==> src/rtl/i2f_share_arbiter.sv <==
// i2f_share_arbiter
// Time-shares one external combinational int32 -> float32 converter between
// NREQ requesters. A round-robin search picks one requester in IDLE. Its
// operand is registered onto conv_in and held for a CONV_LAT-cycle settle
// window. The converter output is then captured and presented with the owner's
// index until the consumer takes it.
module i2f_share_arbiter #(
  parameter int NREQ     = 2,
  parameter int IDW      = 3,
  parameter int CONV_LAT = 1,
  parameter int CNTW     = 16
) (
  input  logic                 clk,
  input  logic                 rst_n,
  input  logic [NREQ-1:0]      req_valid,
  input  logic [NREQ*32-1:0]   req_data,
  output logic [NREQ-1:0]      req_ready,
  output logic [31:0]          conv_in,
  input  logic [31:0]          conv_out,
  output logic                 resp_valid,
  output logic [31:0]          resp_data,
  output logic [IDW-1:0]       resp_id,
  input  logic                 resp_ready,
  output logic                 busy,
  output logic [CNTW-1:0]      done_cnt
);

  localparam int PW = (NREQ > 1) ? $clog2(NREQ) : 1;
  localparam int LW = (CONV_LAT > 1) ? $clog2(CONV_LAT) : 1;

  localparam logic [1:0] S_IDLE = 2'd0;
  localparam logic [1:0] S_CONV = 2'd1;
  localparam logic [1:0] S_RESP = 2'd2;

  logic [1:0]        state_q, state_d;
  logic [PW-1:0]     rr_q, rr_d;
  logic [31:0]       op_q, op_d;
  logic [31:0]       res_q, res_d;
  logic [IDW-1:0]    id_q, id_d;
  logic [LW-1:0]     lat_q, lat_d;
  logic [CNTW-1:0]   done_q, done_d;

  logic [2*NREQ-1:0] req_dbl;
  logic [NREQ-1:0]   req_rot;
  logic              grant_any;
  logic [PW:0]       grant_sum;
  logic [PW-1:0]     grant_idx;
  logic              grant_en;
  logic [31:0]       grant_data;

  // Round-robin search: rotate the request vector so rr_q sits at bit 0, take
  // the lowest set bit, then map the offset back to an absolute index.
  always_comb begin
    req_dbl   = {req_valid, req_valid} >> rr_q;
    req_rot   = req_dbl[NREQ-1:0];
    grant_any = 1'b0;
    grant_sum = '0;
    for (int k = 0; k < NREQ; k++) begin
      if (!grant_any && req_rot[k]) begin
        grant_any = 1'b1;
        grant_sum = {1'b0, rr_q} + (PW+1)'(k);
      end
    end
    if (grant_sum >= (PW+1)'(NREQ)) begin
      grant_sum = grant_sum - (PW+1)'(NREQ);
    end
    grant_idx = grant_sum[PW-1:0];
  end

  // One-hot grant and operand mux; the grant is suppressed outside IDLE and
  // while reset is asserted, so no handshake can complete during reset.
  always_comb begin
    grant_en   = rst_n && (state_q == S_IDLE) && grant_any;
    req_ready  = '0;
    grant_data = '0;
    for (int i = 0; i < NREQ; i++) begin
      if (grant_idx == PW'(i)) begin
        req_ready[i] = grant_en;
        grant_data   = req_data[32*i +: 32];
      end
    end
  end

  // Next-state logic for the IDLE -> CONV -> RESP transaction sequence.
  always_comb begin
    state_d = state_q;
    rr_d    = rr_q;
    op_d    = op_q;
    res_d   = res_q;
    id_d    = id_q;
    lat_d   = lat_q;
    done_d  = done_q;
    case (state_q)
      S_IDLE: begin
        if (grant_any) begin
          op_d    = grant_data;
          id_d    = IDW'(grant_idx);
          rr_d    = (grant_idx == PW'(NREQ-1)) ? '0 : grant_idx + PW'(1);
          lat_d   = LW'(CONV_LAT-1);
          state_d = S_CONV;
        end
      end
      S_CONV: begin
        // conv_out is only sampled once the settle window has elapsed.
        if (lat_q == '0) begin
          res_d   = conv_out;
          state_d = S_RESP;
        end else begin
          lat_d = lat_q - LW'(1);
        end
      end
      S_RESP: begin
        // Returning to IDLE means the next grant is at least one cycle later.
        if (resp_ready) begin
          done_d  = done_q + CNTW'(1);
          state_d = S_IDLE;
        end
      end
      default: state_d = S_IDLE;
    endcase
  end

  // State and datapath registers; reset aborts any transaction in flight.
  always_ff @(posedge clk or negedge rst_n) begin
    if (!rst_n) begin
      state_q <= S_IDLE;
      rr_q    <= '0;
      op_q    <= '0;
      res_q   <= '0;
      id_q    <= '0;
      lat_q   <= '0;
      done_q  <= '0;
    end else begin
      state_q <= state_d;
      rr_q    <= rr_d;
      op_q    <= op_d;
      res_q   <= res_d;
      id_q    <= id_d;
      lat_q   <= lat_d;
      done_q  <= done_d;
    end
  end

  assign conv_in    = op_q;
  assign resp_valid = (state_q == S_RESP);
  assign resp_data  = res_q;
  assign resp_id    = id_q;
  assign busy       = (state_q != S_IDLE);
  assign done_cnt   = done_q;

endmodule

==> config.mk <==
export PLATFORM = sky130hd
export DESIGN_NAME = i2f_share_arbiter
export DESIGN_NICKNAME = d
export VERILOG_FILES = /design/src/rtl/i2f_share_arbiter.sv
export SDC_FILE = /design/constraint.sdc
export NUM_CORES = 1
export LEC_CHECK = 0
export CAP_MARGIN = 20
export CELL_PAD_IN_SITES_DETAIL_PLACEMENT = 0
export CELL_PAD_IN_SITES_GLOBAL_PLACEMENT = 1
export CORE_ASPECT_RATIO = 0.9
export CORE_MARGIN = 1.5
export CORE_UTILIZATION = 30
export DETAILED_ROUTE_END_ITERATION = 7
export PLACE_DENSITY_LB_ADDON = 0.12
export SLEW_MARGIN = 0
export SYNTH_ARGS = -nofsm -noshare
export SYNTH_HDL_FRONTEND = slang
export SYNTH_SLANG_ARGS = --single-unit
==> constraint.sdc <==
create_clock -name clk -period 1.8 [get_ports clk]
set_input_delay 0.36 -clock clk [delete_from_list [all_inputs] [get_ports clk]]
set_output_delay 0.36 -clock clk [all_outputs]
set_load 0.01 [all_outputs]
==> reports/metrics.csv <==
stage;metric;value;unit
yosys;count of different cell masters after synthesis;32;
global_routing;vias in the first global route;2950;
timing;setup TNS;0;ns
timing;clock skew;0.00331;ns
worst_setup_path;WP data arrival;1.43;ns
yosys;asr flop ratio synth;100;%
power;Clock power frac;22.7;%
worst_setup_path;Crit Path Category;register to primary output;
worst_setup_path;RR Startpoint;rr_q$_DFFE_PN0P_;
place;port buffer count;185;
timing;post-layout worst setup margin;0.0132;ns
cells_and_area;post-route cell area;5940;sq um
timing;maximum clock rate;560;MHz
global_routing;first-pass GRT wire length;14.8;mm
timing;Final period util;99.3;%
global_routing;pin count of the biggest net entering global routing;85;
drt;uppermost routed layer;met4;
floorplan;Initial Utilization;30.8;%
floorplan;die width;117;microns
clocking;total CTS buffers;9;
floorplan;core area;11400;sq um
floorplan;Die Y-Extent;106;microns
timing;WHS;0.0857;ns
cells_and_area;layout cells sized above 1;17.1;%
power;total internal power;6760;uW
drt;Initial DRC Count;98;
cells_and_area;register area;2100;sq um
worst_setup_path;data required time of the worst path;1.44;ns
cells_and_area;Syn-to-layout area delta;68.8;%
power;NetSw;2870;uW
worst_setup_path;R2R Setup Slk;0.22;ns
yosys;area share of the largest cell type after synthesis;59.7;%
drt;routed length on met3;895;microns
power;Comb pwr share;44.2;%
yosys;cell count after synthesis;259;
power;Overall Power;9630;uW
place;dpl cell area;5570;sq um
drt;drt first pass iters;4;
cells_and_area;Antenna Diode Count;0;
yosys;post-synthesis register bit count;84;
timing;Final Hold Vio Count;0;
power;sequential cell fraction of total power;33.1;%
place;dpl hpwl;6.65;mm
power;PD cells;1620;nW/um^2
yosys;post-synthesis sequential area ratio;59.7;%
yosys;ranking of synthesized cells by area;dfrtp_1 (60%), mux2_2 (10%), a221o_1 (9.1%);
power;static leakage;0.00248;uW
drt;met2 routed WL;4.57;mm
timing;RSZ-0062 raised after global routing;yes;
timing;Setup violations, final;0;
global_routing;final global-route overflow total;0;
cells_and_area;NumNets Final;554;
floorplan;die area;12400;sq um
place;routability-driven placement congestion ratio;0.716;
clocking;H-tree depth;3;
yosys;YS warnings;0;
drt;via count;2812;
power;VDD IR max;0.840;mV
clocking;Root Buffer;clkbuf_16;
run;Max Cap Viol;0;
worst_setup_path;Critical Path End Type;primary output;
clocking;# clock sinks;84;
timing;Max Slew Vio Count;0;
yosys;ys flop type;dfrtp_1;
worst_setup_path;CP Max Fanout;2;
drt;antenna-violating nets left;0;
yosys;Post-Syn Area;3520;sq um
floorplan;Top-Level Pins;188;
global_routing;total global-route track usage;15.6;%
drt;Vias/cell;4.59;
outcome;outcome;completed;
cells_and_area;area of the multi-input gates;1310;sq um
yosys;Synth Area per Inst;13.6;sq um
floorplan;# rows;37;
drt;WL/cell;15.4;microns
clocking;Max clock buf depth;2;
drt;DRT met1 WL;3.85;mm
clocking;hold buffers post-CTS;0;
global_routing;initial antenna violation count;0;
clocking;worst skew pair latency;0.33;ns
worst_setup_path;worst r2r dst;conv_in[31]$_DFFE_PN0P_;
yosys;cell taking the most area after synthesis;dfrtp_1;
drt;drc violations;0;
timing;post-layout min period;1.79;ns
drt;Routed WL;9.42;mm
clocking;clock slew at reported path FFs;0.06;ns
power;Sw Ratio;29.8;%
cells_and_area;FILL cells;1054;
worst_setup_path;CP Launch Type;register;
yosys;EDFF count, synth;0;
worst_setup_path;reg2reg path depth;5;
clocking;CTS tree;built;
place;Post-Place Setup Slack;-0.320;ns
hold_path;worst min-delay path class;input pin to asynchronous set/reset pin;
[layout by cell type, fill, tap and decap left out, types with 2 or more instances in the layout]
| master | instances |
|---|---|
| clkdlybuf4s50_1 | 179 |
| dfrtp_1 | 84 |
| mux2_2 | 32 |
| a221o_1 | 32 |
| and2_0 | 28 |
| xnor2_1 | 12 |
| nand2_1 | 10 |
| clkbuf_16 | 9 |
| buf_4 | 8 |
| nand3_1 | 6 |
| and2_2 | 5 |
| nor2_1 | 4 |
| nand4_1 | 4 |
| inv_1 | 3 |
| xor2_1 | 3 |
| bufinv_16 | 3 |
| buf_12 | 3 |
| nand2b_1 | 2 |
| and2_1 | 2 |
| nor3_1 | 2 |
| conb_1 | 2 |
| clkinv_4 | 2 |
| clkbuf_8 | 2 |
| buf_2 | 2 |
[registers in the layout, indices dropped and copies added, names as in the netlist]
| name | cells |
|---|---|
| conv_in | 32 |
| resp_data | 32 |
| done_cnt | 16 |
| state_q | 2 |
| resp_id | 1 |
| rr_q | 1 |
[power by group through the flow]
stage / combinational, uW / clock (uW) / sequential (uW)
floorplan: 1610 / 0 / 3540
global placement: 4250 / 0 / 3190
detailed placement: 4290 / 0 / 3190
CTS: 4330 / 2270 / 3190
global route: 4560 / 2330 / 3280
finish: 4250 / 2190 / 3180
[repair_timing]
item                       4_1_cts  5_1_grt
gates resized for setup         16        2
setup buffers                    1        0
pin swaps                        2        0
setup endpoints to repair        4        3
[worst max-delay path by stage]
| stage | startpoint | end | slack (ns) | cells past startpoint |
|---|---|---|---|---|
| after floorplan | state_q[1]$_DFFE_PN0P_ | req_ready[0] | 0.20 | 5 |
| after global placement | req_valid[0] | req_ready[1] | -0.30 | 5 |
| after detailed placement | req_valid[0] | req_ready[1] | -0.32 | 5 |
| after CTS | state_q[0]$_DFFE_PN0P_ | req_ready[0] | -0.02 | 6 |
| after global routing | state_q[0]$_DFFE_PN0P_ | req_ready[0] | -0.07 | 6 |
| final | state_q[0]$_DFFE_PN0P_ | req_ready[0] | 0.01 | 6 |
[cells by family (layout without fill, tap and decap cells)]
kind of cell | after synthesis | after routing | synth area share, %
buffers and inverters | 18 | 215 | 3.48
muxes | 32 | 32 | 10.2
AOI/OAI and AO/OA | 37 | 37 | 10.2
DFF | 84 | 84 | 59.7
other | 1 | 2 | 0.107
adders and majority gates | 1 | 1 | 0.355
xor gates and xnor gates | 15 | 15 | 3.73
and+or+nand+nor | 71 | 71 | 12.2
[synth_stat cells, types with 3 or more instances]
cell / instances
nand2_1: 11
xnor2_1: 12
nor2_1: 4
and2_0: 28
a221o_1: 32
mux2_2: 32
and2_2: 5
inv_1: 3
nand4_1: 4
nand3_1: 6
nand2b_1: 3
buf_4: 8
dfrtp_1: 84
xor2_1: 3
buf_6: 3
[layout make-up]
| cell class | count | area share, % |
|---|---|---|
| sequential | 84 | 35.4 |
| timing repair buffer | 196 | 32.9 |
| multi-input combinational | 158 | 22.1 |
| clock buffer | 11 | 4.26 |
| tap | 156 | 3.29 |
| clock inverter | 5 | 1.81 |
| inverter | 3 | 0.190 |
[metal layers]
| layer | vias to the layer above | track usage, % |
|---|---|---|
| met4 | 0 | 4.91 |
| met1 | 1391 | 18.6 |
| met2 | 98 | 25.7 |
| met3 | 10 | 6.21 |
| met5 | - | 0 |
| li1 | 1313 | - |
[critical path, stage by stage (launching register included)]
cell,delay (ns)
dfrtp_1,0.41
nor2_4,0.16
buf_6,0.12
nand2_2,0.05
a21oi_2,0.11
and2_1,0.13
buf_2,0.12
[stage by stage]
stage,cells,utilization [%]
after floorplan,260,-
after global placement,596,48.7
after detailed placement,596,48.7
after CTS,613,52.0
after global routing,613,51.9
final,613,51.9
No activity file was read; power rests on OpenSTA's default activity.
